<file path="src/rtl/tug_of_war_field.sv">
// -----------------------------------------------------------------------------
// tug_of_war_field
//
// Playfield controller for the Tug of War game. One block owns the row of
// field lights, the per-player round scores, the dark pause that follows a
// round win and the match-over condition. It sits between the debounced,
// edge-detected player button pulses and the LED / score display drivers.
//
// The rope position is an index 0..NUM_LIGHTS-1 (bit NUM_LIGHTS-1 of the
// light vector is the leftmost LED). A left pull moves it towards the left
// end and a right pull towards the right end. Pulling past an end wins the
// round for that player.
//
// Parameters:
//   NUM_LIGHTS  - number of field lights, odd and >= 3
//   WIN_SCORE   - rounds needed to take the match, >= 1
//   HOLD_CYCLES - clock cycles the field stays dark after a round win, >= 1
//
// Ports:
//   clk             in   system clock
//   reset           in   synchronous reset, active low (0 = reset)
//   leftPress       in   one-cycle pulse, left player pulls
//   rightPress      in   one-cycle pulse, right player pulls
//   newMatch        in   one-cycle pulse, restarts the match
//   lights          out  field LEDs, one-hot while playing, dark otherwise
//   leftScore       out  rounds won by the left player
//   rightScore      out  rounds won by the right player
//   roundWin        out  one-cycle pulse when a round is won
//   roundWinnerLeft out  1 = left won the last round, held until next win
//   matchOver       out  high once the match is decided
//   matchWinnerLeft out  1 = left won the match (valid while matchOver = 1)
// -----------------------------------------------------------------------------
module tug_of_war_field #(
   parameter int unsigned NUM_LIGHTS  = 9,
   parameter int unsigned WIN_SCORE   = 7,
   parameter int unsigned HOLD_CYCLES = 50000000
) (
   input  logic                             clk,
   input  logic                             reset,
   input  logic                             leftPress,
   input  logic                             rightPress,
   input  logic                             newMatch,
   output logic [NUM_LIGHTS-1:0]            lights,
   output logic [$clog2(WIN_SCORE+1)-1:0]   leftScore,
   output logic [$clog2(WIN_SCORE+1)-1:0]   rightScore,
   output logic                             roundWin,
   output logic                             roundWinnerLeft,
   output logic                             matchOver,
   output logic                             matchWinnerLeft
);

   // --------------------------------------------------------------------------
   // Derived constants
   // --------------------------------------------------------------------------
   localparam int unsigned SCORE_W = $clog2(WIN_SCORE + 1);
   localparam int unsigned POS_W   = $clog2(NUM_LIGHTS);
   localparam int unsigned CNT_W   = (HOLD_CYCLES > 1) ? $clog2(HOLD_CYCLES) : 1;
   localparam int unsigned CENTER  = (NUM_LIGHTS - 1) / 2;

   localparam logic [POS_W-1:0]      POS_LEFT   = POS_W'(NUM_LIGHTS - 1);
   localparam logic [POS_W-1:0]      POS_RIGHT  = '0;
   localparam logic [POS_W-1:0]      POS_CENTER = POS_W'(CENTER);
   localparam logic [SCORE_W-1:0]    SCORE_WIN  = SCORE_W'(WIN_SCORE);
   localparam logic [CNT_W-1:0]      HOLD_LOAD  = CNT_W'(HOLD_CYCLES - 1);
   localparam logic [NUM_LIGHTS-1:0] LIGHT_CTR  = NUM_LIGHTS'(1) << CENTER;

   // --------------------------------------------------------------------------
   // Parameter legality, reported at elaboration
   // --------------------------------------------------------------------------
   if ((NUM_LIGHTS < 3) || ((NUM_LIGHTS % 2) == 0)) begin : g_bad_num_lights
      $error("tug_of_war_field: NUM_LIGHTS must be odd and >= 3");
   end
   if (WIN_SCORE < 1) begin : g_bad_win_score
      $error("tug_of_war_field: WIN_SCORE must be >= 1");
   end
   if (HOLD_CYCLES < 1) begin : g_bad_hold_cycles
      $error("tug_of_war_field: HOLD_CYCLES must be >= 1");
   end

   // --------------------------------------------------------------------------
   // State
   // --------------------------------------------------------------------------
   typedef enum logic [1:0] {
      ST_PLAY       = 2'd0,
      ST_ROUND_END  = 2'd1,
      ST_MATCH_OVER = 2'd2
   } state_e;

   state_e                 state_q;
   logic [POS_W-1:0]       pos_q;
   logic [CNT_W-1:0]       hold_q;
   logic [NUM_LIGHTS-1:0]  lights_q;
   logic [SCORE_W-1:0]     left_score_q;
   logic [SCORE_W-1:0]     right_score_q;
   logic                   round_win_q;
   logic                   round_winner_left_q;
   logic                   match_over_q;
   logic                   match_winner_left_q;

   // --------------------------------------------------------------------------
   // Combinational helpers
   // --------------------------------------------------------------------------
   // Simultaneous pulls cancel, so only a lone press moves the rope.
   logic                   pull_left;
   logic                   pull_right;
   logic                   left_wins_round;
   logic                   right_wins_round;
   logic [POS_W-1:0]       pos_left_d;
   logic [POS_W-1:0]       pos_right_d;
   logic [SCORE_W-1:0]     left_score_d;
   logic [SCORE_W-1:0]     right_score_d;

   always_comb begin
      pull_left        = leftPress & ~rightPress;
      pull_right       = rightPress & ~leftPress;
      left_wins_round  = pull_left  && (pos_q == POS_LEFT);
      right_wins_round = pull_right && (pos_q == POS_RIGHT);
      pos_left_d       = pos_q + POS_W'(1);
      pos_right_d      = pos_q - POS_W'(1);
      left_score_d     = left_score_q + SCORE_W'(1);
      right_score_d    = right_score_q + SCORE_W'(1);
   end

   // --------------------------------------------------------------------------
   // Controller: one clocked process owns every register so that all outputs
   // are registered and change on the edge that samples the press.
   // --------------------------------------------------------------------------
   // NOTE: reset is synchronous -- it is only an ordinary input sampled at the
   // clock edge, so it must not appear in the sensitivity list.
   always_ff @(posedge clk) begin
      // NOTE: every register here is assigned with <= so that all of them see
      // the pre-edge values of each other regardless of statement order.
      round_win_q <= 1'b0;

      if (!reset || newMatch) begin
         // newMatch behaves exactly like reset, and also cancels any pause.
         state_q             <= ST_PLAY;
         pos_q               <= POS_CENTER;
         hold_q              <= '0;
         lights_q            <= LIGHT_CTR;
         left_score_q        <= '0;
         right_score_q       <= '0;
         round_winner_left_q <= 1'b0;
         match_over_q        <= 1'b0;
         match_winner_left_q <= 1'b0;
      end else begin
         unique case (state_q)
            ST_PLAY: begin
               if (left_wins_round) begin
                  lights_q            <= '0;
                  pos_q               <= POS_CENTER;
                  left_score_q        <= left_score_d;
                  round_win_q         <= 1'b1;
                  round_winner_left_q <= 1'b1;
                  if (left_score_d == SCORE_WIN) begin
                     state_q             <= ST_MATCH_OVER;
                     match_over_q        <= 1'b1;
                     match_winner_left_q <= 1'b1;
                  end else begin
                     state_q <= ST_ROUND_END;
                     hold_q  <= HOLD_LOAD;
                  end
               end else if (right_wins_round) begin
                  lights_q            <= '0;
                  pos_q               <= POS_CENTER;
                  right_score_q       <= right_score_d;
                  round_win_q         <= 1'b1;
                  round_winner_left_q <= 1'b0;
                  if (right_score_d == SCORE_WIN) begin
                     state_q             <= ST_MATCH_OVER;
                     match_over_q        <= 1'b1;
                     match_winner_left_q <= 1'b0;
                  end else begin
                     state_q <= ST_ROUND_END;
                     hold_q  <= HOLD_LOAD;
                  end
               end else if (pull_left) begin
                  pos_q    <= pos_left_d;
                  lights_q <= NUM_LIGHTS'(1) << pos_left_d;
               end else if (pull_right) begin
                  pos_q    <= pos_right_d;
                  lights_q <= NUM_LIGHTS'(1) << pos_right_d;
               end
            end

            ST_ROUND_END: begin
               // Field stays dark and presses are ignored. A win at edge k
               // loads HOLD_CYCLES-1, so the counter reads zero at edge
               // k+HOLD_CYCLES, which is when the centre light returns.
               if (hold_q == '0) begin
                  state_q  <= ST_PLAY;
                  pos_q    <= POS_CENTER;
                  lights_q <= LIGHT_CTR;
               end else begin
                  hold_q <= hold_q - CNT_W'(1);
               end
            end

            ST_MATCH_OVER: begin
               // Terminal until reset or newMatch; everything stays frozen.
               lights_q <= '0;
            end

            default: begin
               state_q  <= ST_PLAY;
               pos_q    <= POS_CENTER;
               lights_q <= LIGHT_CTR;
            end
         endcase
      end
   end

   // --------------------------------------------------------------------------
   // Outputs
   // --------------------------------------------------------------------------
   assign lights          = lights_q;
   assign leftScore       = left_score_q;
   assign rightScore      = right_score_q;
   assign roundWin        = round_win_q;
   assign roundWinnerLeft = round_winner_left_q;
   assign matchOver       = match_over_q;
   assign matchWinnerLeft = match_winner_left_q;

   // --------------------------------------------------------------------------
   // Design invariants
   // --------------------------------------------------------------------------
`ifndef SYNTHESIS
   a_round_win_pulse : assert property (
      @(posedge clk) disable iff (!reset) round_win_q |=> !round_win_q
   );
   a_score_bound : assert property (
      @(posedge clk) disable iff (!reset)
         (left_score_q <= SCORE_WIN) && (right_score_q <= SCORE_WIN)
   );
   a_dark_when_idle : assert property (
      @(posedge clk) disable iff (!reset)
         (state_q != ST_PLAY) |-> (lights_q == '0)
   );
`endif

endmodule
</file>
<file path="config.mk">
export PLATFORM = sky130hd
export DESIGN_NAME = tug_of_war_field
export DESIGN_NICKNAME = d
export VERILOG_FILES = /design/src/rtl/tug_of_war_field.sv
export SDC_FILE = /design/constraint.sdc
export NUM_CORES = 1
export LEC_CHECK = 0
export CAP_MARGIN = 20
export CORE_MARGIN = 8
export CORE_UTILIZATION = 40
export CTS_CLUSTER_DIAMETER = 50
export DETAILED_ROUTE_END_ITERATION = 6
export PLACE_DENSITY = 0.56
export SETUP_SLACK_MARGIN = 0.1
export SYNTH_ARGS = -nofsm -noshare
export SYNTH_HDL_FRONTEND = slang
export SYNTH_SLANG_ARGS = --single-unit
</file>
<file path="constraint.sdc">
create_clock -name clk -period 4.47 [get_ports clk]
set_clock_uncertainty 0.05 [all_clocks]
set_input_delay 0.6705 -clock clk [delete_from_list [all_inputs] [get_ports clk]]
set_output_delay 0.6705 -clock clk [all_outputs]
set_load 0.005 [all_outputs]
</file>
== Yosys cells after proc, flatten, opt, wreduce, memory -nomap -nowiden ==
Cells that the tools add are included.
Word-level totals
  bits in registers: 51
  bits in latches: 0
  bits in writable memories: 0
  ROM bits: 0
  bits of input ports: 5
  output and inout bits: 19
  memories: 0
Operators by class
  add/subtract/negate cells: 5
  $mul: 0
  divide/modulo/power cells: 0
  order comparisons: 0
  equality and inequality tests: 12
  shifts and indexed selects: 2
  mux-type cells: 35
  bitwise logic cells: 7
  reductions and logical operators: 19
Operators with widths (number)
  $mux W26: 5
  $pmux W26 S2: 1
  $mux W9: 5
  $pmux W9 S3: 1
  $logic_not A26 Y1: 1
  $sub A26 B1 Y26 const B: 1
  $mux W4: 5
  $shl A1 B4 Y9 const A: 2
  $pmux W4 S3: 1
  $mux W1: 11
  $mux W2: 5
  $ne A3 B3 Y1 const B: 3
  $reduce_and A3 Y1: 3
  $add A3 B1 Y3 const B: 2
  $eq A3 B3 Y1 const B: 2
  $pmux W2 S3: 1
  $reduce_and A2 Y1: 3
  $reduce_bool A2 Y1: 3
  $ne A5 B5 Y1 const B: 1
  $not A1 Y1: 5
  $reduce_and A5 Y1: 1
  $add A4 B1 Y4 const B: 1
  $eq A4 B4 Y1 const B: 1
  $logic_not A4 Y1: 1
  other kinds (12): 15

== Logic depth before layout (Yosys ltp) ==
  depth after elaboration: 7
  mapped depth: 9
  gate-level depth less buffers: 9

== Worst setup path after synthesis ==
No wires, ideal clock.
  kind: input to register
  start: input rightPress
  end: register lights_q[4], in the netlist lights[4]
  arrival time: 2439 ps
  data required time: 4295 ps
  path slack: 1856 ps
  cell stages on the path: 9
  cell sequence: inv_1 ha_1 inv_1 ha_1 a21o_1 a21oi_1 xnor2_1 nor2_1 o41a_1
On the way
  longest elaborated chain between the ends: 6
  elaborated cells between the ends (all ways): 11
RTL lines
  start, declared: line 41  | input logic rightPress,
  $not A1 Y1: line 114  | pull_left = leftPress & ~rightPress;
  $and A1 B1 Y1: line 114
  $mux W9: line 177  | end else if (pull_left) begin
  $mux W9: line 163  | end else if (right_wins_round) begin
  $mux W9: line 149  | if (left_wins_round) begin
  $pmux W9 S3: line 147  | unique case (state_q)
  end signal, assigned: line 179  | lights_q <= NUM_LIGHTS'(1) << pos_left_d;
  end signal, assigned: line 182  | lights_q <= NUM_LIGHTS'(1) << pos_right_d;
  end, declared: line 92  | logic [NUM_LIGHTS-1:0] lights_q;
Several ways; a longest one is shown, not always the timed one.
A chain may end at the register's enable or synchronous reset.

== Worst setup path after layout ==
  start: input rightPress
  end: register hold_q[18]
On the way
  longest elaborated chain between the ends: 5
  elaborated cells between the ends (all ways): 11
RTL lines
  $not A1 Y1: line 114
  $and A1 B1 Y1: line 114
  $logic_and A1 B1 Y1: line 116  | left_wins_round = pull_left && (pos_q == POS_LEFT);
  $ne A3 B3 Y1 (no line) or $mux W26 (tied branches)
  $reduce_and A5 Y1 (no line) or $pmux W26 S2 (tied branches)
  end signal, assigned: line 195  | hold_q <= hold_q - CNT_W'(1);
  end, declared: line 91  | logic [CNT_W-1:0] hold_q;
Several ways; a longest one is shown, not always the timed one.

==> flow_metrics.py <==
metrics = {
    "global_route": {
        "remaining_overflow_grt": 0,
        "grt_first_pass_wirelength_mm": 10.5,
        "grt.met3_usage": 0.0265,
        "grt_met1_use": 0.158,
        "grtUsageMet2": 0.220,
        "antenna_found_initial": 0,
        "grt_use_total": 0.130,
        "global_route.peak_usage_layer": "met2",
        "vias_in_the_first_global_route": 2257,
        "largest_net_degree_at_the_start_of_global_routing": 32,
    },
    "critical_path": {
        "setup.worst_path.class": "in -> reg",
        "cp-start-kind": "input port",
        "reg2reg_slack_ns": 1.59,
        "crit_end": "hold_q[18]$_SDFFE_PP0P_",
        "crit_path_end_kind": "register",
        "r2r_cells": 8,
        "cp_data_arrival_time_ns": 3.42,
        "crit_start": "rightPress",
        "ff_to_ff_end": "hold_q[14]$_SDFFE_PP0P_",
        "timing.critical_path.required_ns": 4.65,
        "r2r_start": "hold_q[0]$_SDFFE_PP0P_",
        "cp_max_fo": 20,
    },
    "cells_and_area": {
        "most_common_library_cell_in_the_layout_ignoring_fill_and_taps": "dfxtp_1",
        "synthToLayoutAreaGrowth_pct": 14.2,
        "final.fill_count": 662,
        "layout_common_cells": "51 x dfxtp_1, 23 x nor2_1, 23 x clkdlybuf4s50_1",
        "final_cell_area_mm2": 0.00316,
        "antenna_cells": 0,
        "layout.area.seq_mm2": 0.00102,
        "fraction_of_layout_cells_with_a_size_suffix_above_1": 0.0795,
        "multi_input_comb_area_mm2": 0.00161,
        "nets": 346,
    },
    "synth": {
        "yosys.cell_types.count": 57,
        "ys_async_sr_fraction": 0,
        "synth-warning-count": 0,
        "postSynthRegisterBits": 51,
        "yosys-mux-area-fraction": 0.00767,
        "ys.flop_type": "dfxtp_1",
        "synthesized_area_fraction_occupied_by_ao_oa_aoi_and_oai_cells": 0.232,
        "synth_edf_count": 0,
        "postSynthCellCount": 310,
        "synth.cell_area_mm2": 0.00277,
        "syn_area_per_cell_um2": 8.94,
        "post_synth_xor_area_fraction": 0.0348,
        "synth_simple_gate_area_share": 0.236,
        "synthesis.nets": 329,
        "main_combinational_cell_family_by_area_after_synthesis": "simple AND/OR/NAND/NOR gates",
        "synth.yosys.seq_area_share": 0.368,
        "post_synth_fa_ha_maj_area_fraction": 0.0659,
    },
    "drt": {
        "drt-wirelength-per-cell_um": 15.4,
        "dr_total_vias": 2338,
        "first_pass_iters": 4,
        "drc": 0,
        "ant_nets": 0,
        "routed_vias_inst": 5.74,
        "totalWireLength_mm": 6.29,
        "detailedRoute.firstIterationViolations": 104,
    },
    "sta": {
        "final.setup.worst_slack_ns": 1.23,
        "setup_viol": 0,
        "timing.final.hold_violations": 0,
        "holdWs_ns": 0.416,
        "period_needed_ns": 3.24,
        "maxSlewHeadroom": 0.311,
        "fin_setup_tns_ns": 0,
        "rsz0062_at_grt": "no",
        "slew_viol_final": 0,
        "worst_slew_pin_slew_ns": 1.03,
        "timing.final.crit_share": 0.724,
        "fmax_mhz": 309,
    },
    "clock_tree": {
        "postCtsResizedCells": 0,
        "cts_inserted_buffers": 5,
        "ctsRootBufferMaster": "clkbuf_8",
        "post_cts_hold_buffer_count": 0,
        "cts_tree": "built",
        "max-clock-path-buffers": 2,
        "post_cts_buffers": 0,
        "cts.sinks": 51,
        "worst_setup_hold_path_clk_slew_ns": 0.10,
        "insertion_delay_of_the_later_clocked_pin_in_the_worst_skew_pair_ns": 0.31,
        "cts-htree-levels": 2,
    },
    "outcome": {
        "status": "complete, no violations",
    },
    "min_path": {
        "hold_class": "reg -> reg",
        "hold_path_startpoint": "roundWinnerLeft$_SDFFE_PP0P_",
    },
    "placement": {
        "place_congestion": 0.831,
        "dpl_hpwl_mm": 4.37,
        "place_worst_setup_slack_ns": 0.917,
        "place.port_buffers": 23,
        "placed_area_mm2": 0.00306,
    },
    "floorplan": {
        "die_height_um": 99.2,
        "pin_count": 24,
        "std_cell_rows": 30,
        "die_w_um": 99.2,
        "core_mm2": 0.00676,
        "initial_utilization": 0.410,
        "design.die.area_mm2": 0.00985,
    },
    "power_and_ir_drop": {
        "vdd_ir_drop_max_mv": 0.156,
        "leakage_nw": 1.17,
        "pwr_density_cell_mw_per_mm2": 287,
        "power_mw": 0.907,
    },
    "job": {
        "max-cap-violations": 0,
    },
}
[worst min path at each step]
stage                                         to  slack, ns  cells after the start
floorplan           roundWinnerLeft$_SDFFE_PP0P_       0.40                      2
global route              matchOver$_SDFFE_PP0P_       0.45                      1
finish              roundWinnerLeft$_SDFFE_PP0P_       0.42                      2
CTS                 roundWinnerLeft$_SDFFE_PP0P_       0.42                      2
detailed placement        matchOver$_SDFFE_PP0P_       0.40                      1
global placement    roundWinnerLeft$_SDFFE_PP0P_       0.40                      2
[stage by stage]
| step | instances | util |
|---|---|---|
| 2_1_floorplan | 310 | - |
| 4_1_cts | 407 | 0.468 |
| 3_5_place_dp | 400 | 0.453 |
| 3_3_place_gp | 400 | 0.453 |
| 6_report | 407 | 0.468 |
| 5_1_grt | 407 | 0.468 |
[layer usage]
layer,vias to the layer above,wire (um),part of all wire
met1,1119,3090,0.49
li1,1190,-,-
met2,21,2980,0.47
met3,8,137,0.022
met4,0,81,0.013
met5,-,0,0
[cells by family after synthesis]
family	after synthesis
compound gates	88
mux	2
simple gates	111
flops	51
buf+inv	33
xor+xnor	11
fa+ha+maj	14
[power by group]
| group | leakage [nW] | switching [mW] | internal, mW | total, mW |
|---|---|---|---|---|
| clock network | 0.0502 | 0.155 | 0.164 | 0.318 |
| registers | 0.412 | 0.00723 | 0.461 | 0.468 |
| logic | 0.709 | 0.0741 | 0.0465 | 0.121 |
[cell type report]
type,count,area share
flip-flops and latches,51,0.323
well taps,80,0.0316
clock inverters,2,0.0119
inverters,15,0.0178
clock buffers,5,0.0217
repair buffers,28,0.0846
multi-input cells,226,0.510
[worst max-delay path: stages]
cell and delay, ns:
clkdlybuf4s50_1 0.43, inv_1 0.07, ha_1 0.30, mux2_2 0.22, nand3_1 0.16, or3_1 0.68
a2111oi_0 0.64, mux2i_1 0.24
[cells in the mapped netlist, types with 5 or more instances]
| cell type | number | area (um2) |
|---|---|---|
| or3_1 | 6 | 37.5 |
| dfxtp_1 | 51 | 1020 |
| nand2_1 | 22 | 82.6 |
| clkbuf_1 | 8 | 30.0 |
| o31ai_1 | 9 | 67.6 |
| or4_1 | 5 | 37.5 |
| xnor2_1 | 8 | 70.1 |
| ha_1 | 13 | 163 |
| inv_1 | 15 | 56.3 |
| o2111ai_1 | 8 | 70.1 |
| nand4_1 | 6 | 37.5 |
| nor3_1 | 11 | 55.1 |
| a32o_1 | 7 | 70.1 |
| o21ai_0 | 11 | 55.1 |
| and2_1 | 5 | 31.3 |
| nor2_1 | 23 | 86.3 |
| a31oi_1 | 12 | 75.1 |
| nand3_1 | 7 | 35.0 |
| a21oi_1 | 16 | 80.1 |
| a2111o_1 | 6 | 67.6 |
[registers in the layout, summed over array words and instances, names as in the netlist, 2 cells and up]
signal	count
rightScore	3
lights	9
state_q	2
leftScore	3
hold_q	26
pos_q	4
Note: power is estimated with default switching activity, not from simulation.
